**config.mk**
```make
export PLATFORM = sky130hd
export DESIGN_NAME = cu_irq_fsm
export DESIGN_NICKNAME = d
export VERILOG_FILES = /design/src/rtl/cu_irq_fsm.sv
export SDC_FILE = /design/constraint.sdc
export NUM_CORES = 1
export LEC_CHECK = 0
export BUFFER_PORTS_ARGS = -buffer_cell sky130_fd_sc_hd__buf_2
export CAP_MARGIN = 30
export CORE_UTILIZATION = 40
export DETAILED_ROUTE_END_ITERATION = 8
export PLACE_DENSITY = 0.77
export SETUP_SLACK_MARGIN = 0.5
export SYNTH_ARGS = -nofsm -noshare
export SYNTH_HDL_FRONTEND = slang
export SYNTH_SLANG_ARGS = --single-unit
```
**constraint.sdc**
```tcl
create_clock -name clk -period 2.4 [get_ports clk]
set_input_delay 0.48 -clock clk [delete_from_list [all_inputs] [get_ports clk]]
set_output_delay 0.48 -clock clk [all_outputs]
set_load 0.01 [all_outputs]
```
**src/rtl/cu_irq_fsm.sv**
```systemverilog
// Control-unit sequencer: fetch/decode/execute/memory/writeback with prioritized interrupt entry.
// Define CU_BUS_TIMEOUT_EN to enable the fetch/memory acknowledge watchdog (bus_err_o, vector NUM_IRQ).
module cu_irq_fsm #(
    parameter int NUM_IRQ     = 4,
    parameter int TIMEOUT_CYC = 16,
    localparam int VW         = $clog2(NUM_IRQ + 1)
) (
    input  logic               clk,
    input  logic               rst,
    input  logic               inst_ack_i,
    input  logic [6:0]         op_i,
    input  logic [2:0]         func_i,
    input  logic               data_ack_i,
    input  logic               port_ack_i,
    input  logic [NUM_IRQ-1:0] irq_i,
    input  logic [NUM_IRQ-1:0] irq_mask_i,
    output logic [2:0]         state_o,
    output logic               inst_stb_o,
    output logic               alu_en_o,
    output logic               data_stb_o,
    output logic               data_we_o,
    output logic               port_stb_o,
    output logic               port_we_o,
    output logic               reg_wr_o,
    output logic               pc_en_o,
    output logic               sleep_o,
    output logic               int_o,
    output logic [VW-1:0]      int_vec_o,
    output logic               bus_err_o
);

    typedef enum logic [2:0] {
        S_FETCH     = 3'd0,
        S_DECODE    = 3'd1,
        S_EXECUTE   = 3'd2,
        S_INT       = 3'd3,
        S_MEM       = 3'd4,
        S_WRITEBACK = 3'd5
    } state_e;

    state_e        state_q, state_d;
    state_e        mem_done_state;
    logic [VW-1:0] int_vec_q, int_vec_d;
    logic [VW-1:0] win_idx;
    logic [NUM_IRQ-1:0] pend;
    logic          inter;
    logic          timeout;

    logic is_alu_imm, is_mem, is_shift, is_alu_reg, is_misc;
    logic is_ldm, is_stm, is_inp, is_out, is_wait, is_stby;
    logic ack_match;

    assign is_alu_imm = ~op_i[6];
    assign is_mem     = (op_i[6:5] == 2'b10);
    assign is_shift   = (op_i[6:4] == 3'b110);
    assign is_alu_reg = (op_i[6:3] == 4'b1110);
    assign is_misc    = (op_i == 7'b1111110);

    assign is_ldm  = is_mem & (func_i[2:1] == 2'b00);
    assign is_stm  = is_mem & (func_i[2:1] == 2'b01);
    assign is_inp  = is_mem & (func_i[2:1] == 2'b10);
    assign is_out  = is_mem & (func_i[2:1] == 2'b11);
    assign is_wait = is_misc & (func_i == 3'b100);
    assign is_stby = is_misc & (func_i == 3'b101);

    assign ack_match = ((is_ldm | is_stm) & data_ack_i) | ((is_inp | is_out) & port_ack_i);

    assign pend  = irq_i & irq_mask_i;
    assign inter = |pend;

    // Scanning downward leaves the lowest pending line as the winner.
    always_comb begin
        win_idx = '0;
        for (int i = NUM_IRQ - 1; i >= 0; i--) begin
            if (pend[i]) begin
                win_idx = VW'(i);
            end
        end
    end

    // Loads finish through writeback; stores return to fetch or take a pending interrupt.
    always_comb begin
        if (is_ldm | is_inp) begin
            mem_done_state = S_WRITEBACK;
        end else begin
            mem_done_state = inter ? S_INT : S_FETCH;
        end
    end

`ifdef CU_BUS_TIMEOUT_EN
    logic [7:0] wait_cnt_q, wait_cnt_d;
    logic       waiting;

    assign waiting = ((state_q == S_FETCH) & ~inst_ack_i) | ((state_q == S_MEM) & ~ack_match);
    assign timeout = waiting & (wait_cnt_q == 8'(TIMEOUT_CYC - 1));

    always_comb begin
        if (state_d != state_q) begin
            wait_cnt_d = '0;
        end else if (waiting) begin
            wait_cnt_d = wait_cnt_q + 8'd1;
        end else begin
            wait_cnt_d = wait_cnt_q;
        end
    end

    always_ff @(posedge clk) begin
        if (rst) begin
            wait_cnt_q <= '0;
        end else begin
            wait_cnt_q <= wait_cnt_d;
        end
    end
`else
    assign timeout = 1'b0;
`endif

    always_ff @(posedge clk) begin
        if (rst) begin
            state_q   <= S_FETCH;
            int_vec_q <= '0;
        end else begin
            state_q   <= state_d;
            int_vec_q <= int_vec_d;
        end
    end

    always_comb begin
        state_d = S_FETCH;
        case (state_q)
            S_FETCH: begin
                if (inst_ack_i)   state_d = S_DECODE;
                else if (timeout) state_d = S_INT;
                else              state_d = S_FETCH;
            end
            S_DECODE: begin
                if (is_wait | is_stby) begin
                    state_d = inter ? S_INT : S_DECODE;
                end else if (is_alu_imm | is_alu_reg | is_shift | is_mem) begin
                    state_d = S_EXECUTE;
                end else begin
                    state_d = inter ? S_INT : S_FETCH;
                end
            end
            S_EXECUTE: begin
                if (!is_mem)        state_d = S_WRITEBACK;
                else if (ack_match) state_d = mem_done_state;
                else                state_d = S_MEM;
            end
            S_MEM: begin
                if (ack_match)    state_d = mem_done_state;
                else if (timeout) state_d = S_INT;
                else              state_d = S_MEM;
            end
            S_WRITEBACK: state_d = inter ? S_INT : S_FETCH;
            S_INT:       state_d = S_FETCH;
            default:     state_d = S_FETCH;
        endcase
    end

    // A bus timeout outranks pending interrupts when choosing the vector.
    always_comb begin
        int_vec_d = int_vec_q;
        if (state_d == S_INT) begin
            int_vec_d = timeout ? VW'(NUM_IRQ) : win_idx;
        end
    end

    always_comb begin
        inst_stb_o = 1'b0;
        alu_en_o   = 1'b0;
        data_stb_o = 1'b0;
        data_we_o  = 1'b0;
        port_stb_o = 1'b0;
        port_we_o  = 1'b0;
        reg_wr_o   = 1'b0;
        sleep_o    = 1'b0;
        int_o      = 1'b0;
        pc_en_o    = 1'b0;
        bus_err_o  = 1'b0;
        if (!rst) begin
            case (state_q)
                S_FETCH:  inst_stb_o = 1'b1;
                S_DECODE: sleep_o = is_stby;
                S_EXECUTE, S_MEM: begin
                    alu_en_o   = (state_q == S_EXECUTE) & ~is_mem;
                    data_stb_o = is_ldm | is_stm;
                    data_we_o  = is_stm;
                    port_stb_o = is_inp | is_out;
                    port_we_o  = is_out;
                end
                S_WRITEBACK: reg_wr_o = 1'b1;
                S_INT:       int_o = 1'b1;
                default: ;
            endcase
            // Instruction retirement; watchdog exits do not advance the PC.
            pc_en_o = ((state_q == S_DECODE) | (state_q == S_EXECUTE) |
                       (state_q == S_MEM) | (state_q == S_WRITEBACK)) &
                      ((state_d == S_FETCH) | (state_d == S_INT)) & ~timeout;
            bus_err_o = timeout;
        end
    end

    assign state_o   = state_q;
    assign int_vec_o = rst ? '0 : int_vec_q;

endmodule
```
==> results.yml, run 1 <==
outcome:
  status: "finished, final reports clean"
yosys:
  synthFlopType: "dfxtp_1"
  ys_ff_latch: 5
  synth_mux_area_share_pct: 7.93
  yosys_warnings: 0
  yosys.area_share.adder_pct: 0
  synth_top_area_share_pct: 16.7
  postSynthAreaPerCell_um2: 8.56
  synth_top_family_by_area: "simple AND/OR/NAND/NOR gates"
  ys_types: 42
  yosys.area_share.xor_xnor_pct: 2.92
  syn_area_um2: 599
  synth_most_common_cell: "nor2_1"
  synth-edff-count: 0
  synthTopCellsByCount: "nor2_1 (6), dfxtp_1 (5), nand2_1 (5)"
  synth_top_cell_by_area: "dfxtp_1"
  seq_area_frac_synth_pct: 16.7
  synth_compound_area_share_pct: 19.0
  syn_inst: 70
  async_flop_share_pct: 0
  yosys-top-cells-area: "dfxtp_1 (17%), a2111oi_4 (4.6%), clkbuf_8 (4.6%), buf_4 (3.8%), mux2_2 (3.8%)"
  synthSimpleGateAreaFrac_pct: 42.6
clock_tree:
  clk_pin_slew_ns: 0.04
  cts_buffers: 3
  cts_root_buf: "clkbuf_4"
  cts_htree_levels: 1
  cts_max_path_buffers: 2
  cts.sinks: 5
  worstSkewPairLatency_ns: 0.24
  cts_tree: "done"
finish:
  final_core_util_pct: 74.2
  area_growth_pct: 67.2
  num-nets-final: 142
  drive_gt1_share_pct: 65.3
  final_cell_area_um2: 1000
  diodes: 0
setup_path:
  worst-path-max-fanout: 8
  r2r_slack_ns: 0.63
  crit_start: "state_o[2]"
  required_ns: 1.92
  start_kind: "flip-flop"
  arrival_ns: 1.92
  path_class: "flip-flop to primary output"
  r2r_end: "int_vec_q[1]"
  worstRegToRegCells: 7
  worstSetupEndpointType: "primary output"
  timing.rr.start: "state_o[2]"
pwr:
  ir_drop_uv: 355
  power_w: 0.000301
  power_leakage_nw: 0.487
  power_density_nw_per_um2: 300
route:
  antenna_left: 0
  via_per_inst: 5.47
  drt_iter0_markers: 11
  routed_wl_um: 1800
  detail_route.drc_violations: 0
  vias: 727
  drt-wirelength-per-cell_um: 13.5
  dr.pass1.iters: 4
global_route:
  grt_first_pass_wirelength_um: 2420
  track_usage_pct: 21.9
  overflow: 0
  first_global_vias: 557
  grt_antenna_before_repair: 0
  grt_max_degree: 13
die:
  initial_core_util_pct: 44.4
  core_um2: 1350
  boundaryPins: 40
  die_x_um: 40.7
  rows: 13
  die_y_um: 40.7
  dieArea_um2: 1660
min_path:
  hold-path-cell-count: 2
  holdCritPathClass: "flip-flop to flip-flop"
  holdPathEnd: "int_vec_q[0]"
  min_from: "int_vec_q[0]"
timing:
  skew_ns: 0.00611
  period_needed_ns: 2.40
  hold_ws_ns: 0.633
  drv_slew: 0
  hold_viol_final: 0
  rsz0062_at_grt: "yes"
  clock.fmax_ghz: 0.417
  setup_viol: 0
  fin_crit_sh_pct: 100
placement:
  port_buffers: 37
  dpl_cell_area_um2: 831
  dp.final_hpwl_um: 1190
  gp_congestion: 0.759
flow_run:
  drv_cap: 0
-- per-layer routing --
layer  vias to the layer above  GRT usage (%)  wire [µm]
met5                         -              0          0
met3                         0           8.15         85
li1                        361              -          -
met2                        31           37.7        915
met1                       335           27.1        795
met4                         0          0.833          0
-- registers in the layout, summed over array words and instances, names as in the netlist --
name and count:
state_o 3, int_vec_q 2
-- report_power, final --
part           total [W]  internal [W]  switching, W
Sequential     0.0000862     0.0000840    0.00000225
Clock          0.0000969     0.0000628     0.0000340
Combinational   0.000118     0.0000597     0.0000584
-- worst max-delay path: stages, from the launching register on --
cell and delay, ns:
dfxtp_4 0.37, buf_4 0.17, nor3_1 0.35, a2111oi_4 0.09, a221oi_4 0.24, mux2_4 0.33
buf_6 0.12
-- logic make-up after synthesis --
family / count (synthesis)
simple gates: 41
compound gates: 11
buf+inv: 6
flops: 5
mux: 4
xor+xnor: 2
other cells: 1
-- how the worst max path moves through the flow --
stage	to	slack [ns]	depth (start not counted)
floorplan	pc_en_o	0.32	5
global placement	pc_en_o	0.04	7
detailed placement	pc_en_o	0.03	7
CTS	pc_en_o	0.009	7
global route	pc_en_o	-0.06	7
finish	pc_en_o	0.001	6
-- cells in the final DEF (no fill, tap or decap), types with 2 or more instances in the layout --
cell type  netlist  final
buf_2            0     33
buf_4            3      9
buf_6            1      6
nor2_1           6      5
nand2_1          5      5
nor3_1           3      3
clkbuf_4         0      3
dfxtp_1          5      3
nor2b_1          2      2
nand4_1          2      2
nand3_2          0      2
and2b_2          2      2
mux2_2           2      2
conb_1           1      2
dfxtp_4          0      2
-- final cells by class --
class / instances / area, µm²
multi-input combinational: 60 / 544
sequential: 5 / 108
tap: 15 / 18.8
fill: 92 / 348
timing repair buffer: 49 / 305
clock buffer: 4 / 26.3
-- timing repair --
action | CTS | global route
setup buffers | 1 | 4
gates resized for setup | 8 | 16
pin swaps | 0 | 6
hold buffers | 0 | 0
endpoints found under the hold margin | 0 | 0
cloned | 0 | 0
endpoints found under the setup margin | 6 | 6
-- stage by stage --
step,setup TNS [ns],cells,setup slack [ns]
floorplan,0,71,0.316
global placement,0,124,0.0449
detailed placement,0,124,0.0337
CTS,0,129,0.00937
global route,-0.0604,133,-0.0604
finish,0,133,0.00115
(Power assumes the default switching activity.)
==> run 2, diff against run 1 <==
CORE_MARGIN = 8   (was default)
==> run 2 against run 1 <==
  * The run now ends with setup timing left
  * Routed wire length grew 7.1%
  * Final cell count decreased by 3.8%
  * Via count is 3.9% lower
  * Clock power up 2.4%
  * Clock skew is 0.0029 ns lower
  * Die area increased by 81%
  * Setup slack worse by 0.017 ns
  * Sequential power increased by 2.8%
  * Combinational power decreased by 8%
  * First-iteration DRC count decreased by 9.1%
  * Total power shrank 1.8%
  * Register-to-register slack better by 0.12 ns
  * Largest power group unchanged
==> results.yml, run 2 (same netlist as run 1, synthesis figures left out) <==
clock_tree:
  cts_buffers: 3
  cts_htree_levels: 1
  cts_root_buf: "clkbuf_4"
  clk_pin_slew_ns: 0.05
  postCtsSetupRepairBufs: 0
  cts_tree: "done"
  cts.sinks: 5
  cts_max_path_buffers: 2
  worstSkewPairLatency_ns: 0.24
timing:
  clock.fmax_ghz: 0.414
  drv_slew: 0
  period_needed_ns: 2.42
  setup_ws_ns: -0.0158
  skew_ns: 0.00319
  fin_crit_sh_pct: 101
  rsz0062_at_grt: "yes"
  setup_viol: 1
  hold_viol_final: 0
placement:
  dp_cells: 124
  dpl_cell_area_um2: 825
  dp.final_hpwl_um: 1530
  gp_congestion: 0.775
  port_buffers: 37
finish:
  largest_reg_flops: 3
  drive_gt1_share_pct: 61.6
  num-nets-final: 136
  mostFrequentLayoutCells: "buf_2 (34), buf_4 (6), nor2_1 (5), nand2_1 (5)"
  area_growth_pct: 54.9
  finalNonFillerCells: 128
  n_fill_cell: 131
  layout_commonest_cell: "buf_2"
  diodes: 0
  final_cell_area_um2: 928
pwr:
  p_int_w: 0.000202
  seq_power_share_pct: 30.0
  switching_power_w: 0.0000939
  clockPowerShare_pct: 33.5
  p_comb_share_pct: 36.5
  power_leakage_nw: 0.451
  netSwitchingFraction_pct: 31.8
  power_density_nw_per_um2: 319
  ir_drop_uv: 360
route:
  drt-wirelength-per-cell_um: 15.0
  drt_iter0_markers: 10
  detail_route.drc_violations: 0
  via_per_inst: 5.46
  antenna_left: 0
  routed_wl_um: 1920
  dr.pass1.iters: 4
  vias: 699
die:
  die_y_um: 54.7
  core_um2: 1450
  die_x_um: 54.7
  dieArea_um2: 2990
  rows: 14
  boundaryPins: 40
  initial_core_util_pct: 41.2
global_route:
  grt_max_degree: 14
  overflow: 0
  track_usage_pct: 12.9
  grt_antenna_before_repair: 0
  first_global_vias: 682
  grt_first_pass_wirelength_um: 2960
setup_path:
  start_kind: "input port"
  required_ns: 1.92
  worstSetupEndpointType: "primary output"
  timing.rr.start: "state_o[0]"
  worst-path-max-fanout: 5
  arrival_ns: 1.94
  worstRegToRegCells: 6
  r2r_end: "int_vec_q[0]"
  r2r_slack_ns: 0.75
  path_class: "input port to primary output"
min_path:
  hold-path-cell-count: 2
  min_from: "rst"
  holdCritPathClass: "input port to flip-flop"
  holdPathEnd: "state_o[0]"
flow_run:
  drv_cap: 0
outcome:
  violations: "setup timing"
  status: "complete, but fails checks"
==> run 2: how the worst max path moves through the flow <==
stage                     startpoint       to  cells after the start
after floorplan            func_i[2]  pc_en_o                      5
after global placement     func_i[2]  pc_en_o                      7
after detailed placement   func_i[2]  pc_en_o                      7
after CTS                 state_o[1]  pc_en_o                      7
after global routing      state_o[1]  pc_en_o                      7
final                        op_i[5]  pc_en_o                      7
==> run 2: per-stage QoR <==
step                hold WS (ns)  total power, W  setup TNS (ns)  setup WS [ns]  utilization, %
finish                     0.591        0.000296         -0.0158        -0.0158            63.9
global route               0.618        0.000312         -0.0891        -0.0891            63.9
CTS                        0.578        0.000290               0         0.0177            60.8
detailed placement         0.629        0.000186               0        0.00981            56.7
global placement           0.605        0.000183               0         0.0295            56.7
floorplan                  0.666        0.000150               0          0.316               -
==> run 2: critical path, cell delays in order <==
cell	delay, ns
buf_4	0.13
nand2b_4	0.16
o32a_1	0.39
a2111oi_4	0.28
a221oi_4	0.07
mux2_4	0.31
buf_6	0.12
==> run 2: layout make-up <==
class                           count  area (µm²)  area share, %
Sequential cell                     5         105           11.3
Multi-Input combinational cell     60         524           56.5
Timing Repair Buffer               43         253           27.2
Clock buffer                        4        26.3           2.83
Tap cell                           16        20.0           2.16
==> run 2: power by group through the flow <==
stage	sequential (W)	combinational [W]	clock (W)
after floorplan	0.0000897	0.0000607	0
after global placement	0.0000908	0.0000925	0
after detailed placement	0.0000908	0.0000950	0
after CTS	0.0000895	0.0000998	0.000101
after global routing	0.0000888	0.000117	0.000106
final	0.0000886	0.000108	0.0000992
==> run 2: per-layer routing <==
layer	GRT usage, %	up-vias	routed length (µm)
li1	-	347	-
met1	14.6	319	812
met2	23.0	31	918
met3	3.26	2	181
met4	3.69	0	11
met5	0	-	0
==> run 2: timing repair <==
item,in CTS,in global routing
pin swaps,0,0
hold buffers,0,0
gates cloned,0,0
setup endpoints to repair,6,6
gates resized for setup,9,8
==> run 3, diff against run 2 <==
ABC_AREA = 1   (was default)
PLACE_DENSITY = 0.78   (was 0.77)
==> run 3 against run 2 <==
  * The run now ends clean
  * Critical path depth increased by 4
  * Total power increased by 36%
  * Synthesized area decreased by 2.7%
  * Sequential power increased by 17%
  * Flip-flop and latch count unchanged
  * Setup slack improved by 0.31 ns
  * Cell area increased by 9.4%
  * Critical path type unchanged
  * Largest power group unchanged
  * Highest routed layer unchanged
==> results.yml, run 3 <==
yosys:
  synthTopCellsByCount: "nand2_1 (40), inv_1 (17), nand3_1 (12), nor2_1 (12), nor2_2 (9)"
  synth_top_area_share_pct: 25.8
  postSynthAreaPerCell_um2: 5.16
  yosys-top-cells-area: "nand2_1 (26%), dfxtp_1 (17%), inv_1 (11%), nand3_1 (10%), nor2_2 (9.7%)"
  syn_area_um2: 583
  syn_inst: 113
  ys_types: 17
  synth_most_common_cell: "nand2_1"
  synth-edff-count: 0
  async_flop_share_pct: 0
  yosys_warnings: 0
  synthFlopType: "dfxtp_1"
  ys_ff_latch: 5
  synth_top_cell_by_area: "nand2_1"
  seq_area_frac_synth_pct: 17.2
placement:
  port_buffers: 37
  dpl_cell_area_um2: 776
  gp_congestion: 0.873
  dp_cells: 164
  dp.final_hpwl_um: 1540
setup_path:
  slowest_delay_ns: 0.18
  crit_buf_inv: 2
  worst-path-max-fanout: 5
  worstSetupEndpointType: "primary output"
  crit_slowest_cell: "nor2_4"
  r2r_end: "int_vec_q[1]"
  path_class: "input port to primary output"
  r2r_slack_ns: 0.85
  required_ns: 1.92
  timing.rr.start: "state_o[2]"
  crit_start: "irq_i[1]"
  cp-endpoint: "pc_en_o"
  critical_path_depth: 11
  worstRegToRegCells: 11
  start_kind: "input port"
  critPathTopFamily: "simple AND/OR/NAND/NOR gates"
  cp_cell_sequence: "buf_6, nand2_2, nand2_2, nor2_4, nand2_1, nand2_1, nor2_1, nor2_2, nand3_2, a21oi_2, buf_2"
  arrival_ns: 1.62
global_route:
  track_usage_pct: 13.6
  overflow: 0
  grt_max_degree: 9
  grt_first_pass_wirelength_um: 3080
  first_global_vias: 823
  grt_antenna_before_repair: 0
timing:
  hold_viol_final: 0
  drv_slew: 0
  rsz0062_at_grt: "yes"
  setup_viol: 0
  clock.fmax_ghz: 0.476
  fin_crit_sh_pct: 87.6
  timing.setup.tns_ns: 0
  hold_ws_ns: 0.490
  period_needed_ns: 2.10
  skew_ns: 0.00221
route:
  detail_route.drc_violations: 0
  via_per_inst: 4.91
  antenna_left: 0
  dr.pass1.iters: 4
  routed_wl_um: 2130
  drt_iter0_markers: 13
  drt-wirelength-per-cell_um: 12.0
  vias: 874
min_path:
  holdCritPathClass: "input port to flip-flop"
clock_tree:
  cts.sinks: 5
  ctsHoldBuffers: 0
  cts_max_path_buffers: 2
  cts_tree: "done"
  worstSkewPairLatency_ns: 0.25
  cts_buffers: 3
  cts_root_buf: "clkbuf_4"
  clk_pin_slew_ns: 0.04
  cts_htree_levels: 1
die:
  initial_core_util_pct: 43.7
  die_x_um: 54.2
  core_um2: 1330
  dieArea_um2: 2940
  die_y_um: 54.2
  boundaryPins: 40
  rows: 13
finish:
  diodes: 0
  layout_commonest_cell: "nand2_1"
  finalNonFillerCells: 178
  num-nets-final: 187
  drive_gt1_share_pct: 52.1
  final_cell_area_um2: 1020
  area_growth_pct: 74.2
  mostFrequentLayoutCells: "nand2_1 (32), buf_2 (29), inv_1 (15)"
  n_fill_cell: 99
  largest_reg_flops: 3
outcome:
  status: "finished, final reports clean"
pwr:
  power_w: 0.000402
  ir_drop_uv: 358
  power_density_nw_per_um2: 395
  power_leakage_nw: 0.586
flow_run:
  drv_cap: 0
## run 3: timing repair
| item | 4_1_cts | 5_1_grt |
|---|---|---|
| setup endpoints to repair | 4 | 5 |
| gates resized for setup | 20 | 17 |
| buffers inserted | 6 | 4 |
| pin swaps | 14 | 12 |
## run 3: layer usage
metal  share of wire (%)  track usage (%)  vias to the layer above  routed length, µm
li1                    -                -                      447                  -
met1                  36             14.4                      396                760
met2                  56             25.4                       29               1200
met3                 7.2             2.48                        2                153
met4                0.89             5.33                        0                 19
met5                   0                0                        -                  0
## run 3: per-stage QoR
step / setup slack (ns) / utilization (%)
after floorplan: 0.516 / -
after global placement: 0.334 / 58.2
after detailed placement: 0.278 / 58.2
after CTS: 0.324 / 68.8
after global routing: 0.221 / 76.2
final: 0.298 / 76.2
## run 3: logic make-up (layout without fill, tap and decap cells)
group	Yosys count	after routing	synth area share (%)
AOI/OAI and AO/OA	3	3	3.22
DFF	5	5	17.2
other	1	2	0.643
and+or+nand+nor	83	83	64.2
buffers and inverters	21	70	14.8
## run 3: final cells by class
type	instances	area (µm²)	share of cell area [%]
Clock buffer	4	26.3	2.59
Multi-Input combinational cell	88	480	47.3
Tap cell	15	18.8	1.85
Inverter	19	71.3	7.02
Sequential cell	5	109	10.7
Timing Repair Buffer	47	310	30.5
## run 3: how the worst min path moves through the flow
stage / start / to / slack (ns) / cells past startpoint
CTS: rst / state_o[1] / 0.47 / 2
detailed placement: int_vec_q[0] / int_vec_q[0] / 0.52 / 4
global placement: int_vec_q[1] / int_vec_q[1] / 0.53 / 4
finish: rst / state_o[2] / 0.49 / 2
floorplan: int_vec_q[0] / int_vec_q[0] / 0.50 / 4
global route: rst / state_o[2] / 0.49 / 2
## run 3: power breakdown
part / switching, W / leakage, nW / internal [W]
Sequential: 0.0000102 / 0.0428 / 0.0000938
Clock: 0.0000375 / 0.0150 / 0.0000630
Combinational: 0.000108 / 0.528 / 0.0000892
